==> config.mk <==
export PLATFORM = sky130hd
export DESIGN_NAME = calc_key_sequencer
export DESIGN_NICKNAME = d
export VERILOG_FILES = /design/src/rtl/calc_pkg.sv /design/src/rtl/calc_operand_entry.sv /design/src/rtl/calc_key_sequencer.sv
export SDC_FILE = /design/constraint.sdc
export NUM_CORES = 1
export LEC_CHECK = 0
export ABC_CLOCK_PERIOD_IN_PS = 6600
export CELL_PAD_IN_SITES_DETAIL_PLACEMENT = 1
export CELL_PAD_IN_SITES_GLOBAL_PLACEMENT = 1
export CORE_MARGIN = 2
export CORE_UTILIZATION = 26
export CTS_CLUSTER_DIAMETER = 50
export DETAILED_ROUTE_END_ITERATION = 8
export PLACE_DENSITY_LB_ADDON = 0.08
export RECOVER_POWER = 100
export SLEW_MARGIN = 5
export SYNTH_ARGS = -nofsm -noshare
export SYNTH_HDL_FRONTEND = slang
export SYNTH_HIERARCHICAL = 1
export SYNTH_SLANG_ARGS = --single-unit
==> constraint.sdc <==
create_clock -name clk -period 6.6 [get_ports clk]
set_clock_uncertainty 0.2 [all_clocks]
set_input_delay 0.66 -clock clk [delete_from_list [all_inputs] [get_ports clk]]
set_output_delay 0.66 -clock clk [all_outputs]
set_load 0.005 [all_outputs]
==> src/rtl/calc_pkg.sv <==
// Shared key codes, ALU select encodings and sequencer state type for the calculator front end.
package calc_pkg;

  localparam logic [4:0] KEY_ADD    = 5'h10;
  localparam logic [4:0] KEY_SUB    = 5'h11;
  localparam logic [4:0] KEY_AND    = 5'h12;
  localparam logic [4:0] KEY_XOR    = 5'h13;
  localparam logic [4:0] KEY_EQUALS = 5'h14;
  localparam logic [4:0] KEY_CLEAR  = 5'h15;

  localparam logic [2:0] ALU_ADD  = 3'b000;
  localparam logic [2:0] ALU_SUB  = 3'b100;
  localparam logic [2:0] ALU_AND  = 3'b001;
  localparam logic [2:0] ALU_XOR  = 3'b010;
  localparam logic [2:0] ALU_ZERO = 3'b011;

  typedef enum logic [1:0] {
    ENTER_A = 2'd0,
    ENTER_B = 2'd1,
    EXEC    = 2'd2,
    DONE    = 2'd3
  } calc_state_e;

  function automatic logic [2:0] op_to_sel(input logic [4:0] code);
    case (code)
      KEY_SUB: op_to_sel = ALU_SUB;
      KEY_AND: op_to_sel = ALU_AND;
      KEY_XOR: op_to_sel = ALU_XOR;
      default: op_to_sel = ALU_ADD;
    endcase
  endfunction

endpackage

==> src/rtl/calc_operand_entry.sv <==
// Hex operand entry: nibble shift register with saturating digit counter, parallel load and clear.
module calc_operand_entry
  import calc_pkg::*;
#(
  parameter int WIDTH  = 12,
  parameter int DIGITS = 3,
  parameter int CW     = $clog2(DIGITS + 1)
) (
  input  logic             clk,
  input  logic             rst_n,
  input  logic             clr,
  input  logic             shift_en,
  input  logic [3:0]       nibble,
  input  logic             load_en,
  input  logic [WIDTH-1:0] load_val,
  input  logic [CW-1:0]    load_cnt,
  output logic [WIDTH-1:0] value,
  output logic             empty
);

  localparam logic [CW-1:0] MAX_CNT = CW'(DIGITS);

  logic [WIDTH-1:0] value_q, value_d;
  logic [CW-1:0]    cnt_q, cnt_d;

  always_comb begin
    value_d = value_q;
    cnt_d   = cnt_q;
    if (clr) begin
      value_d = '0;
      cnt_d   = '0;
    end else if (load_en) begin
      value_d = load_val;
      cnt_d   = load_cnt;
    end else if (shift_en && (cnt_q < MAX_CNT)) begin
      // Once full, extra digits are swallowed without touching the operand.
      value_d = {value_q[WIDTH-5:0], nibble};
      cnt_d   = cnt_q + 1'b1;
    end
  end

  always_ff @(posedge clk or negedge rst_n) begin
    if (!rst_n) begin
      value_q <= '0;
      cnt_q   <= '0;
    end else begin
      value_q <= value_d;
      cnt_q   <= cnt_d;
    end
  end

  assign value = value_q;
  assign empty = (cnt_q == '0);

endmodule

==> src/rtl/calc_key_sequencer.sv <==
// Keypad-to-ALU sequencer: builds A, op, B from key events and latches the ALU result.
// Optional signed-overflow flag enabled by defining CALC_OVERFLOW_EN.
//
// state   | meaning
// ENTER_A | collecting operand A digits
// ENTER_B | operator latched, collecting operand B digits
// EXEC    | one cycle: ALU inputs stable, result captured at end
// DONE    | result held for display, chaining / repeat-equals allowed
module calc_key_sequencer
  import calc_pkg::*;
#(
  parameter int WIDTH  = 12,
  parameter int DIGITS = 3
) (
  input  logic             clk,
  input  logic             rst_n,
  input  logic             key_valid,
  output logic             key_ready,
  input  logic [4:0]       key_code,
  output logic [WIDTH-1:0] alu_a,
  output logic [WIDTH-1:0] alu_b,
  output logic [2:0]       alu_s,
  input  logic [WIDTH-1:0] alu_y,
  output logic [WIDTH-1:0] disp_value,
  output logic             result_valid,
  output logic             ovf
);

  localparam int CW = $clog2(DIGITS + 1);
  localparam logic [CW-1:0] FULL_CNT = CW'(DIGITS);

  calc_state_e      state_q, state_d;
  logic [2:0]       op_q, op_d;
  logic [WIDTH-1:0] result_q, result_d;

  logic             a_clr, a_shift, a_load, b_clr, b_shift;
  logic [WIDTH-1:0] a_load_val, a_val, b_val;
  logic [CW-1:0]    a_load_cnt;
  logic             a_empty_unused, b_empty;

  logic accept, is_digit, is_op, is_eq, is_clr;
  logic [3:0] nib;

  assign accept   = key_valid && key_ready;
  assign is_digit = ~key_code[4];
  assign is_op    = (key_code >= KEY_ADD) && (key_code <= KEY_XOR);
  assign is_eq    = (key_code == KEY_EQUALS);
  assign is_clr   = (key_code == KEY_CLEAR);
  assign nib      = key_code[3:0];

  always_comb begin
    state_d    = state_q;
    op_d       = op_q;
    result_d   = result_q;
    a_clr      = 1'b0;
    a_shift    = 1'b0;
    a_load     = 1'b0;
    a_load_val = '0;
    a_load_cnt = '0;
    b_clr      = 1'b0;
    b_shift    = 1'b0;
    if (state_q == EXEC) begin
      result_d = alu_y;
      state_d  = DONE;
    end else if (accept) begin
      if (is_clr) begin
        state_d  = ENTER_A;
        op_d     = ALU_ADD;
        result_d = '0;
        a_clr    = 1'b1;
        b_clr    = 1'b1;
      end else begin
        case (state_q)
          ENTER_A: begin
            if (is_digit) begin
              a_shift = 1'b1;
            end else if (is_op) begin
              op_d    = op_to_sel(key_code);
              b_clr   = 1'b1;
              state_d = ENTER_B;
            end
          end
          ENTER_B: begin
            if (is_digit) begin
              b_shift = 1'b1;
            end else if (is_op && b_empty) begin
              op_d = op_to_sel(key_code);
            end else if (is_eq) begin
              b_clr   = b_empty;
              state_d = EXEC;
            end
          end
          DONE: begin
            if (is_op) begin
              a_load     = 1'b1;
              a_load_val = result_q;
              a_load_cnt = FULL_CNT;
              op_d       = op_to_sel(key_code);
              b_clr      = 1'b1;
              state_d    = ENTER_B;
            end else if (is_digit) begin
              a_load     = 1'b1;
              a_load_val = {{(WIDTH-4){1'b0}}, nib};
              a_load_cnt = CW'(1);
              state_d    = ENTER_A;
            end else if (is_eq) begin
              // Repeat-equals: same op and B applied to the previous result.
              a_load     = 1'b1;
              a_load_val = result_q;
              a_load_cnt = FULL_CNT;
              state_d    = EXEC;
            end
          end
          default: ;
        endcase
      end
    end
  end

  always_ff @(posedge clk or negedge rst_n) begin
    if (!rst_n) begin
      state_q  <= ENTER_A;
      op_q     <= ALU_ADD;
      result_q <= '0;
    end else begin
      state_q  <= state_d;
      op_q     <= op_d;
      result_q <= result_d;
    end
  end

  calc_operand_entry #(.WIDTH(WIDTH), .DIGITS(DIGITS), .CW(CW)) u_opnd_a (
    .clk      (clk),
    .rst_n    (rst_n),
    .clr      (a_clr),
    .shift_en (a_shift),
    .nibble   (nib),
    .load_en  (a_load),
    .load_val (a_load_val),
    .load_cnt (a_load_cnt),
    .value    (a_val),
    .empty    (a_empty_unused)
  );

  calc_operand_entry #(.WIDTH(WIDTH), .DIGITS(DIGITS), .CW(CW)) u_opnd_b (
    .clk      (clk),
    .rst_n    (rst_n),
    .clr      (b_clr),
    .shift_en (b_shift),
    .nibble   (nib),
    .load_en  (1'b0),
    .load_val ('0),
    .load_cnt ('0),
    .value    (b_val),
    .empty    (b_empty)
  );

`ifdef CALC_OVERFLOW_EN
  logic ovf_q, ovf_d, ovf_calc;

  always_comb begin
    ovf_calc = 1'b0;
    if (op_q == ALU_ADD)
      ovf_calc = (a_val[WIDTH-1] == b_val[WIDTH-1]) && (alu_y[WIDTH-1] != a_val[WIDTH-1]);
    else if (op_q == ALU_SUB)
      ovf_calc = (a_val[WIDTH-1] != b_val[WIDTH-1]) && (alu_y[WIDTH-1] != a_val[WIDTH-1]);
    ovf_d = 1'b0;
    if (state_q == EXEC)
      ovf_d = ovf_calc;
    else if ((state_q == DONE) && (state_d == DONE))
      ovf_d = ovf_q;
  end

  always_ff @(posedge clk or negedge rst_n) begin
    if (!rst_n) ovf_q <= 1'b0;
    else        ovf_q <= ovf_d;
  end

  assign ovf = ovf_q;
`else
  assign ovf = 1'b0;
`endif

  always_comb begin
    case (state_q)
      ENTER_A: disp_value = a_val;
      DONE:    disp_value = result_q;
      default: disp_value = b_val;
    endcase
  end

  assign key_ready    = (state_q != EXEC);
  assign result_valid = (state_q == DONE);
  assign alu_a        = a_val;
  assign alu_b        = b_val;
  assign alu_s        = op_q;

endmodule

==> run summary <==
Worst Setup Start Kind: input port
Leak Pwr: 1.67 nW
clock sinks: 45
global route overflow: 0
die height: 112 um
Mean Syn Cell Area: 10.3 um2
die area: 12600 um2
pin count of the biggest net entering global routing: 46
DRC errors left: 0
dpl hpwl: 6590 um
Core Util, Final: 33.2%
final hold vios: 0
Slew @ Worst Pin: 2.68 ns
outcome: complete, but fails checks
Post-synth EDFFs: 0
gr usage total: 15.7%
GPL Wtd Cong: 0.852
Core Area: 11500 um2
RSZ-0062 raised after global routing: false
Max Buffers Root-to-Sink: 2
final wirelength: 9540 um
post_cts resized: 0
post-synthesis cell area: 3060 um2
violated checks: capacitance limit, slew limit
die width: 112 um
WP data arrival: 3.85 ns
asr flop ratio synth: 100%
Post-CTS Hold Buffers: 0
clock network power share: 17.9%
Crit. End Element: flip-flop
first-pass GRT wire length: 15400 um
Total Power: 1.59 mW
post-route ant nets: 0
drt wl/cell: 18.9 um
root buffer cell: clkbuf_16
dpl cells: 497
clock transition at the registers of the reported paths: 0.06 ns
fillers: 1309
setup TNS: 0 ns
CTS Buf Count: 5
depth of the CTS H-tree: 2
Max IR drop VDD: 0.139 mV
Synth Flop Type: dfrtp_1
Period minus WS final: 3.88 ns
Max-cap violations: 1
sw power: 0.622 mW
sequential area share after synthesis: 36.8%
switch share: 39.1%
max frequency: 0.258 GHz
period utilization: 58.8%
area added between synthesis and finish: 24.5%
ANT cells: 0
synth unique cells: 53
Layout Cells excl Fill: 504
Initial Utilization: 26.7%
share of layout cells above drive strength 1: 9.14%
Yosys reg bits: 45
postcts setup bufs: 0
Iter 0 DRT Violations: 78
CTS tree: yes
pwr dens: 418 nW/um2
critical path class: input port to flip-flop
synth warn: 6
Logic pwr share: 50.3%
vias: 2413
pre-CTS setup slack: 3.10 ns
DR vias/cell: 4.79
WP data required: 6.57 ns
number of placement rows: 39
vias in the first global route: 2647
Hold Slack: 0.290 ns
final count of negative-setup-slack endpoints: 0
Reg power frac: 31.8%
relative max-transition margin: -78.7%
Port Buffers: 60
Slew Limit Fails: 46
Ports: 62
min setup slack post-route: 2.72 ns
Hold Path Class: flip-flop to flip-flop
clock network latency to the later pin of the worst-skew pair: 0.29 ns
CP max FO: 15
Post-DP Area: 3750 um2
Final Cell Area: 3810 um2
Int Pwr: 0.969 mW
antenna violations before repair: 0
Post-Synthesis Cells: 298
# nets final: 390
1st-pass router iterations: 4
## worst paths after layout
check / start / cells past startpoint / slack, ns / to
max: key_code[2] / 8 / 2.72 / u_opnd_b/value[0]$_DFFE_PN0P_
min: alu_s[1]$_DFFE_PN0P_ / 1 / 0.29 / alu_s[1]$_DFFE_PN0P_
max reg2reg: state_q[0]$_DFFE_PN0P_ / 8 / 2.80 / u_opnd_a/cnt_q[1]$_DFFE_PN0P_
min reg2reg: alu_s[1]$_DFFE_PN0P_ / 1 / 0.29 / alu_s[1]$_DFFE_PN0P_
max in group asynchronous: rst_n / 2 / 3.57 / u_opnd_b/value[3]$_DFFE_PN0P_
min in group asynchronous: rst_n / 2 / 1.11 / result_q[5]$_DFFE_PN0P_
## logic make-up (layout without fill, tap and decap cells)
kind of cell / Yosys count / in the layout / synth area share, %
compound gates: 70 / 70 / 16.4
fa+ha+maj: 9 / 9 / 3.68
buf+inv: 34 / 82 / 7.04
simple gates: 82 / 82 / 13.7
other cells: 1 / 16 / 0.123
flops: 45 / 45 / 36.8
mux: 55 / 55 / 21.6
xor+xnor: 2 / 2 / 0.573
## cell type report
cell class | instances | area, um2 | area share, %
Multi-Input combinational cell | 234 | 1690 | 44.3
Inverter | 10 | 37.5 | 0.986
Tap cell | 143 | 179 | 4.70
Sequential cell | 45 | 1130 | 29.6
Clock inverter | 2 | 35.0 | 0.920
Clock buffer | 5 | 125 | 3.29
Timing Repair Buffer | 65 | 618 | 16.2
## power groups by stage
stage          Sequential [mW]  Combinational (mW)  Clock [mW]
2_1_floorplan            0.478               0.525           0
3_3_place_gp             0.517               0.922           0
3_5_place_dp             0.518               0.924           0
4_1_cts                  0.515               0.929       0.297
5_1_grt                  0.528               0.895       0.303
6_report                 0.506               0.801       0.285
## Yosys cell counts (3+ instances only)
cell | count | area, um2
a22o_2 | 4 | 40.0
buf_6 | 5 | 56.3
a22o_1 | 12 | 105
a21oi_1 | 10 | 50.1
nand2_1 | 17 | 63.8
inv_1 | 10 | 37.5
clkbuf_1 | 9 | 33.8
mux2_4 | 20 | 300
o21ai_0 | 16 | 80.1
buf_2 | 5 | 25.0
dfrtp_1 | 45 | 1130
a22oi_1 | 12 | 90.1
mux2_2 | 9 | 101
mux2i_1 | 26 | 260
buf_4 | 3 | 22.5
nor2_1 | 36 | 135
ha_1 | 9 | 113
and2_2 | 6 | 45.0
## cell usage in the layout, fill, tap and decap left out, types with 8 or more instances in the layout
cell             instances
inv_1                   10
mux2_1                  21
conb_1                  16
clkdlybuf4s50_1         17
a22o_1                  12
nor2_1                  36
dlygate4sd3_1           42
nand2_1                 17
o21ai_0                 16
a22oi_1                 12
mux2i_1                 26
dfrtp_1                 45
a21oi_1                  9
mux2_2                   8
ha_1                     9
## worst max-delay path, stage by stage
cell and delay, ns:
dlygate4sd3_1 0.84, nand3b_1 0.15, nor2_1 0.40, a21oi_1 0.08, a21oi_1 0.13, clkbuf_1 0.57
or3_1 0.62, mux2_2 0.40
## metal layers
| metal | vias to the layer above | GRT usage, % | share of wire [%] |
|---|---|---|---|
| met1 | 1200 | 22.7 | 51 |
| met4 | 0 | 3.41 | 0.87 |
| met5 | - | 0 | 0 |
| met2 | 35 | 24.6 | 46 |
| li1 | 1170 | - | - |
| met3 | 8 | 2.59 | 2.5 |
## sequential cells by signal, summed over array words and instances (netlist names)
register and cells:
u_opnd_a/cnt_q 2, state_q 2, u_opnd_b/cnt_q 2, result_q 12
u_opnd_b/value 12, alu_s 3, u_opnd_a/value 12
No activity file was read; power rests on OpenSTA's default activity.
